**config.mk**
```make
export PLATFORM = sky130hd
export DESIGN_NAME = fft_tw_sched
export DESIGN_NICKNAME = d
export VERILOG_FILES = /design/src/rtl/fft_tw_sched.sv
export SDC_FILE = /design/constraint.sdc
export NUM_CORES = 1
export LEC_CHECK = 0
export CELL_PAD_IN_SITES_DETAIL_PLACEMENT = 2
export CELL_PAD_IN_SITES_GLOBAL_PLACEMENT = 2
export CORE_MARGIN = 8
export CORE_UTILIZATION = 28
export CTS_BUF_LIST = sky130_fd_sc_hd__clkbuf_16
export DETAILED_ROUTE_END_ITERATION = 7
export GPL_TIMING_DRIVEN = 0
export HOLD_SLACK_MARGIN = 0.05
export PLACE_DENSITY_LB_ADDON = 0.2
export SLEW_MARGIN = 10
export SYNTH_ARGS = -nofsm -noshare
export SYNTH_HDL_FRONTEND = slang
export SYNTH_SLANG_ARGS = --single-unit
```
**constraint.sdc**
```tcl
create_clock -name clk -period 8.6 [get_ports clk]
set_input_delay 0.86 -clock clk [delete_from_list [all_inputs] [get_ports clk]]
set_output_delay 0.86 -clock clk [all_outputs]
set_load 0.005 [all_outputs]
```
**src/rtl/fft_tw_sched.sv**
```systemverilog
// Stage/butterfly sequencer for an in-place radix-2 DIT FFT: drives the twiddle ROM and issues descriptors.
// Optional FFT_TW_SCHED_BARRIER_EN: pause between stages until stage_go releases the next stage.
module fft_tw_sched #(
    parameter int N_LOG2     = 9,
    parameter int ADDR_WIDTH = 9,
    parameter int DATA_WIDTH = 18
) (
    input  logic                  clk,
    input  logic                  rst,
    input  logic                  start,
    output logic                  busy,
    output logic                  done,
    output logic                  rom_rd_en,
    output logic [ADDR_WIDTH-1:0] rom_addr,
    input  logic [DATA_WIDTH-1:0] rom_real,
    input  logic [DATA_WIDTH-1:0] rom_imag,
    output logic                  out_valid,
    input  logic                  out_ready,
    output logic [N_LOG2-1:0]     out_stage,
    output logic [N_LOG2-1:0]     out_idx_a,
    output logic [N_LOG2-1:0]     out_idx_b,
    output logic [DATA_WIDTH-1:0] out_tw_real,
    output logic [DATA_WIDTH-1:0] out_tw_imag,
    input  logic                  stage_go
);

    localparam int KW = (N_LOG2 > 1) ? N_LOG2 - 1 : 1;

    typedef enum logic [1:0] {IDLE, RUN, DRAIN, BARRIER} state_t;

    state_t            state_q, state_d;
    logic [KW-1:0]     k_q, k_d;
    logic [N_LOG2-1:0] s_q, s_d;
    logic              busy_q, busy_d;
    logic              done_q, done_d;
    logic              valid_q, valid_d;
    logic [N_LOG2-1:0] stage_q, stage_d;
    logic [N_LOG2-1:0] idx_a_q, idx_a_d;
    logic [N_LOG2-1:0] idx_b_q, idx_b_d;

    logic              issue;
    logic              accept;
    logic              last_k;
    logic              last_s;
    logic [N_LOG2-1:0] k_ext;
    logic [N_LOG2-1:0] mask;
    logic [N_LOG2-1:0] j_c;
    logic [N_LOG2-1:0] idx_a_c;
    logic [N_LOG2-1:0] idx_b_c;
    logic [N_LOG2-1:0] tw_c;

    // mask = h-1; idx_a spreads k around the h-wide gap: the group bits move up by one.
    always_comb begin
        k_ext   = N_LOG2'(k_q);
        mask    = (N_LOG2'(1) << s_q) - N_LOG2'(1);
        j_c     = k_ext & mask;
        idx_a_c = ((k_ext & ~mask) << 1) | j_c;
        idx_b_c = idx_a_c | (mask + N_LOG2'(1));
        tw_c    = j_c << (N_LOG2'(N_LOG2 - 1) - s_q);
    end

    assign issue  = (state_q == RUN) && (!valid_q || out_ready);
    assign accept = valid_q && out_ready;
    assign last_k = (k_q == {KW{1'b1}});
    assign last_s = (s_q == N_LOG2'(N_LOG2 - 1));

    always_comb begin
        state_d = state_q;
        k_d     = k_q;
        s_d     = s_q;
        busy_d  = busy_q;
        done_d  = 1'b0;
        valid_d = valid_q;
        stage_d = stage_q;
        idx_a_d = idx_a_q;
        idx_b_d = idx_b_q;

        if (issue) begin
            valid_d = 1'b1;
            stage_d = s_q;
            idx_a_d = idx_a_c;
            idx_b_d = idx_b_c;
            k_d     = k_q + KW'(1);
            if (last_k) begin
                s_d = last_s ? '0 : s_q + N_LOG2'(1);
`ifdef FFT_TW_SCHED_BARRIER_EN
                state_d = DRAIN;
`else
                if (last_s) state_d = DRAIN;
`endif
            end
        end else if (accept) begin
            valid_d = 1'b0;
        end

        case (state_q)
            IDLE: begin
                if (start) begin
                    state_d = RUN;
                    busy_d  = 1'b1;
                end
            end
            DRAIN: begin
                if (accept) begin
`ifdef FFT_TW_SCHED_BARRIER_EN
                    if (stage_q == N_LOG2'(N_LOG2 - 1)) begin
                        state_d = IDLE;
                        busy_d  = 1'b0;
                        done_d  = 1'b1;
                    end else begin
                        state_d = BARRIER;
                    end
`else
                    state_d = IDLE;
                    busy_d  = 1'b0;
                    done_d  = 1'b1;
`endif
                end
            end
            BARRIER: begin
                if (stage_go) state_d = RUN;
            end
            default: ;
        endcase
    end

    always_ff @(posedge clk or posedge rst) begin
        if (rst) begin
            state_q <= IDLE;
            k_q     <= '0;
            s_q     <= '0;
            busy_q  <= 1'b0;
            done_q  <= 1'b0;
            valid_q <= 1'b0;
            stage_q <= '0;
            idx_a_q <= '0;
            idx_b_q <= '0;
        end else begin
            state_q <= state_d;
            k_q     <= k_d;
            s_q     <= s_d;
            busy_q  <= busy_d;
            done_q  <= done_d;
            valid_q <= valid_d;
            stage_q <= stage_d;
            idx_a_q <= idx_a_d;
            idx_b_q <= idx_b_d;
        end
    end

`ifndef FFT_TW_SCHED_BARRIER_EN
    logic unused_stage_go;
    assign unused_stage_go = stage_go;
`endif

    assign busy        = busy_q;
    assign done        = done_q;
    assign rom_rd_en   = issue;
    assign rom_addr    = ADDR_WIDTH'(tw_c[KW-1:0]);
    assign out_valid   = valid_q;
    assign out_stage   = stage_q;
    assign out_idx_a   = idx_a_q;
    assign out_idx_b   = idx_b_q;
    assign out_tw_real = rom_real;
    assign out_tw_imag = rom_imag;

endmodule

```
==> results_dict.tcl <==
set metrics [dict create \
    status "finished, final reports clean" \
    tightest_slew_ns 0.9498 \
    async_flop_share_pct 100.0 \
    critical_path_class "reg -> out" \
    grt_pass1_vias 3479 \
    wirelength_um 12060 \
    cts_tree "yes" \
    cts.sinks 49 \
    drc 0 \
    dp_slack_ns 3.819 \
    dp.cells 607 \
    arrival_ns 4.27 \
    synthSimpleGateAreaFrac_pct 24.04 \
    syn_to_final_growth_pct 34.75 \
    die_y_um 125.1 \
    critical_path_buf_inv_count 4 \
    rsz0062_at_grt "no" \
    hold_violations 0 \
    grt.total_usage_pct 15.58 \
    path_cells "buf_6 > or4_4 > buf_6 > nor4_4 > inv_1 > ha_1 > nor4b_1 > nand3_1 > a311oi_1 > nor3_1 > nor4_1 > clkdlybuf4s50_1" \
    synth_top_family_by_area "simple AND/OR/NAND/NOR gates" \
    portBuffers 79 \
    clk_pin_slew_ns 0.07 \
    io_pins 117 \
    routedWlPerCell_um 19.60 \
    avgSynthCellArea_um2 8.765 \
    required_ns 7.74 \
    holdCritPathClass "reg -> reg" \
    synth.area.top_cells "dfrtp_1, buf_4, nand2_1" \
    fin_skew_ns 0.005078 \
    drv_slew 0 \
    powerDensity_mw_per_mm2 173.9 \
    clkLatencyLatePin_ns 0.30 \
    antenna_found_initial 0 \
    cts_root_buf "clkbuf_16" \
    start_kind "register" \
    fin_crit_ns 5.130 \
    clockBufferDepth 2 \
    ant_nets 0 \
    synth_seq_area_share_pct 36.81 \
    cp-end-kind "output port" \
    vdd_ir_drop_max_mv 0.06361 \
    core_area_mm2 0.01181 \
    layout-drive-gt1-share_pct 16.45 \
    cp_slowest_cell "clkdlybuf4s50_1" \
    fin_tns_setup_ns 0 \
    clock.fmax_ghz 0.1949 \
    vias 3192 \
    finalNonFillerCells 615 \
    die-area_mm2 0.01564 \
    max_stage_delay_ns 0.57 \
    fin_ws_ns 3.470 \
    rrSetupSlack_ns 4.92 \
    die_w_um 125.1 \
    relSlewSlack_pct 36.23 \
    postCtsSetupBuffers 0 \
    post_cts_resized 0 \
    diodes 0 \
    core.rowCount 40 \
    initial_core_util_pct 28.20 \
    grt_max_degree 34 \
    synth_nets 426 \
    synth_compound_area_share_pct 18.41 \
    routabilityCongestion 0.8300 \
    setup_viol 0 \
    synth_enable_flop_cells 0 \
    cp_max_fo 10 \
    synth_top_area_share_pct 36.81 \
    netlist_area_mm2 0.003331 \
    drt_iter0_markers 126 \
    fin_nets 513 \
    max_cap_viol_count 0 \
    postLayoutCellArea_mm2 0.004488 \
    grt_overflow 0 \
    synthXorXnorAreaFrac_pct 3.944 \
    cpMostUsedCell "buf_6" \
    yosys_register_bits 49 \
    p_leak_uw 0.001886 \
    placed_area_mm2 0.004325 \
    cpLargestDelayFamily "simple AND/OR/NAND/NOR gates" \
    synth-adder-area-share_pct 1.878 \
    dp_hpwl_um 9374 \
    postCtsHoldBufs 0 \
    synth_area_leader_cell "dfrtp_1" \
    syn_inst 380 \
    synth.area.mux_share_pct 1.240 \
    yosysWarnings 0 \
    routed_via_density 5.190 \
    dr.pass1.iters 4 \
    grt_pass1_wl_um 19790 \
    post-route-period-util_pct 59.65 \
    cts_buffers 5 \
    synth_ff_type "dfrtp_1" \
    synthDistinctLibCells 65 \
    htreeDepth 2 \
]
flip-flops by register name (all words and copies together) (netlist names), 2 cells and up:
register,flops
s_q,9
state_q,2
out_idx_b,9
k_q,8
out_idx_a,9
out_stage,9
layer usage:
layer  GRT usage [%]  up-vias  part of all wire, %
met5               0        -                    0
met4           4.155        0                  1.8
met3           3.400       17                  4.1
met1           17.99     1617                   42
li1                -     1486                    -
met2           28.35       72                   52
metrics by stage:
step	utilization, %	total power [µW]	hold slack (ns)
after floorplan	-	435.2	0.4648
after global placement	36.45	554.4	0.4663
after detailed placement	36.62	564.2	0.4713
after CTS	38.00	794.6	0.4927
after global routing	38.00	821.0	0.5214
final	38.00	780.5	0.4823
power by group:
part	switching, µW	total, µW	leakage (µW)	internal (µW)
sequential	38.2	307	0.000614	269
clock	86.9	222	0.0000826	135
combinational	122	251	0.00119	130
total	247	781	0.00189	534
layout by cell type, fill, tap and decap left out, types with 5 or more instances in the layout:
| cell type | netlist | final |
|---|---|---|
| a21oi_1 | 10 | 10 |
| a31oi_1 | 10 | 10 |
| and3_1 | 7 | 7 |
| buf_4 | 39 | 39 |
| clkbuf_1 | 12 | 12 |
| clkbuf_16 | 0 | 5 |
| clkdlybuf4s50_1 | 0 | 79 |
| dfrtp_1 | 49 | 49 |
| ha_1 | 5 | 5 |
| inv_1 | 13 | 13 |
| nand2_1 | 52 | 52 |
| nand2b_1 | 9 | 9 |
| nand3_1 | 11 | 11 |
| nand4_1 | 6 | 6 |
| nor2_1 | 19 | 19 |
| nor3_1 | 9 | 9 |
| nor4_1 | 7 | 7 |
| o211ai_1 | 7 | 7 |
| o21ai_0 | 24 | 24 |
| o31ai_1 | 5 | 5 |
| xnor2_1 | 9 | 9 |
| xor2_1 | 6 | 6 |
worst register-to-register path: cells and delay by family, from the launching register on:
kind	cells	cell delay [ns]
AND/OR/NAND/NOR	3	1.56
AO/OA/AOI/OAI	3	0.53
buffers and inverters	3	0.47
flip-flops	1	0.37
multiplexers	1	0.35
adder cells (fa/ha/maj)	1	0.32
synth_stat cells, types with 3 or more instances:
library cell / count
a2111oi_2: 3
inv_1: 13
a31oi_1: 10
a21oi_1: 10
o31ai_1: 5
nand2_1: 52
nor4_1: 7
xnor2_1: 9
dfrtp_1: 49
xor2_1: 6
buf_4: 39
and3_1: 7
nor2b_1: 3
o211ai_1: 7
mux2i_1: 3
nor2_1: 19
o21ai_0: 24
buf_2: 4
ha_1: 5
nand3_1: 11
nand2b_1: 9
a221oi_1: 3
nor3_1: 9
buf_1: 3
o21ai_2: 3
clkbuf_1: 12
nand4_1: 6
cell type report:
type	count	area, µm²
well taps	147	183.9
fillers	1330	7323
clock buffers	5	125.1
multi-input cells	256	1653
flip-flops and latches	49	1226
clock inverters	3	37.54
repair buffers	80	810.8
inverters	14	52.55
plain buffers	61	399.1
kinds of logic (layout without fill, tap and decap cells):
kind of cell             after synthesis  in the layout
XOR/XNOR                              15             15
AND/OR/NAND/NOR                      146            146
buffers and inverters                 75            163
adder cells (fa/ha/maj)                5              5
flip-flops                            49             49
multiplexers                           4              4
AO/OA/AOI/OAI                         85             85
other                                  1              1
path summary, 6_finish.rpt:
kind / start / endpoint / depth (start not counted)
hold reg to reg: out_stage[8]$_DFFE_PP0P_ / out_stage[8]$_DFFE_PP0P_ / 2
hold / removal: out_stage[8]$_DFFE_PP0P_ / out_stage[8]$_DFFE_PP0P_ / 2
setup reg to reg: s_q[4]$_DFFE_PP0P_ / out_idx_b[8]$_DFFE_PP0P_ / 11
setup / recovery: s_q[4]$_DFFE_PP0P_ / rom_addr[6] / 12
max in group asynchronous: rst / out_stage[0]$_DFFE_PP0P_ / 3
min in group asynchronous: rst / k_q[3]$_DFFE_PP0P_ / 2
Note: power is estimated with default switching activity, not from simulation.
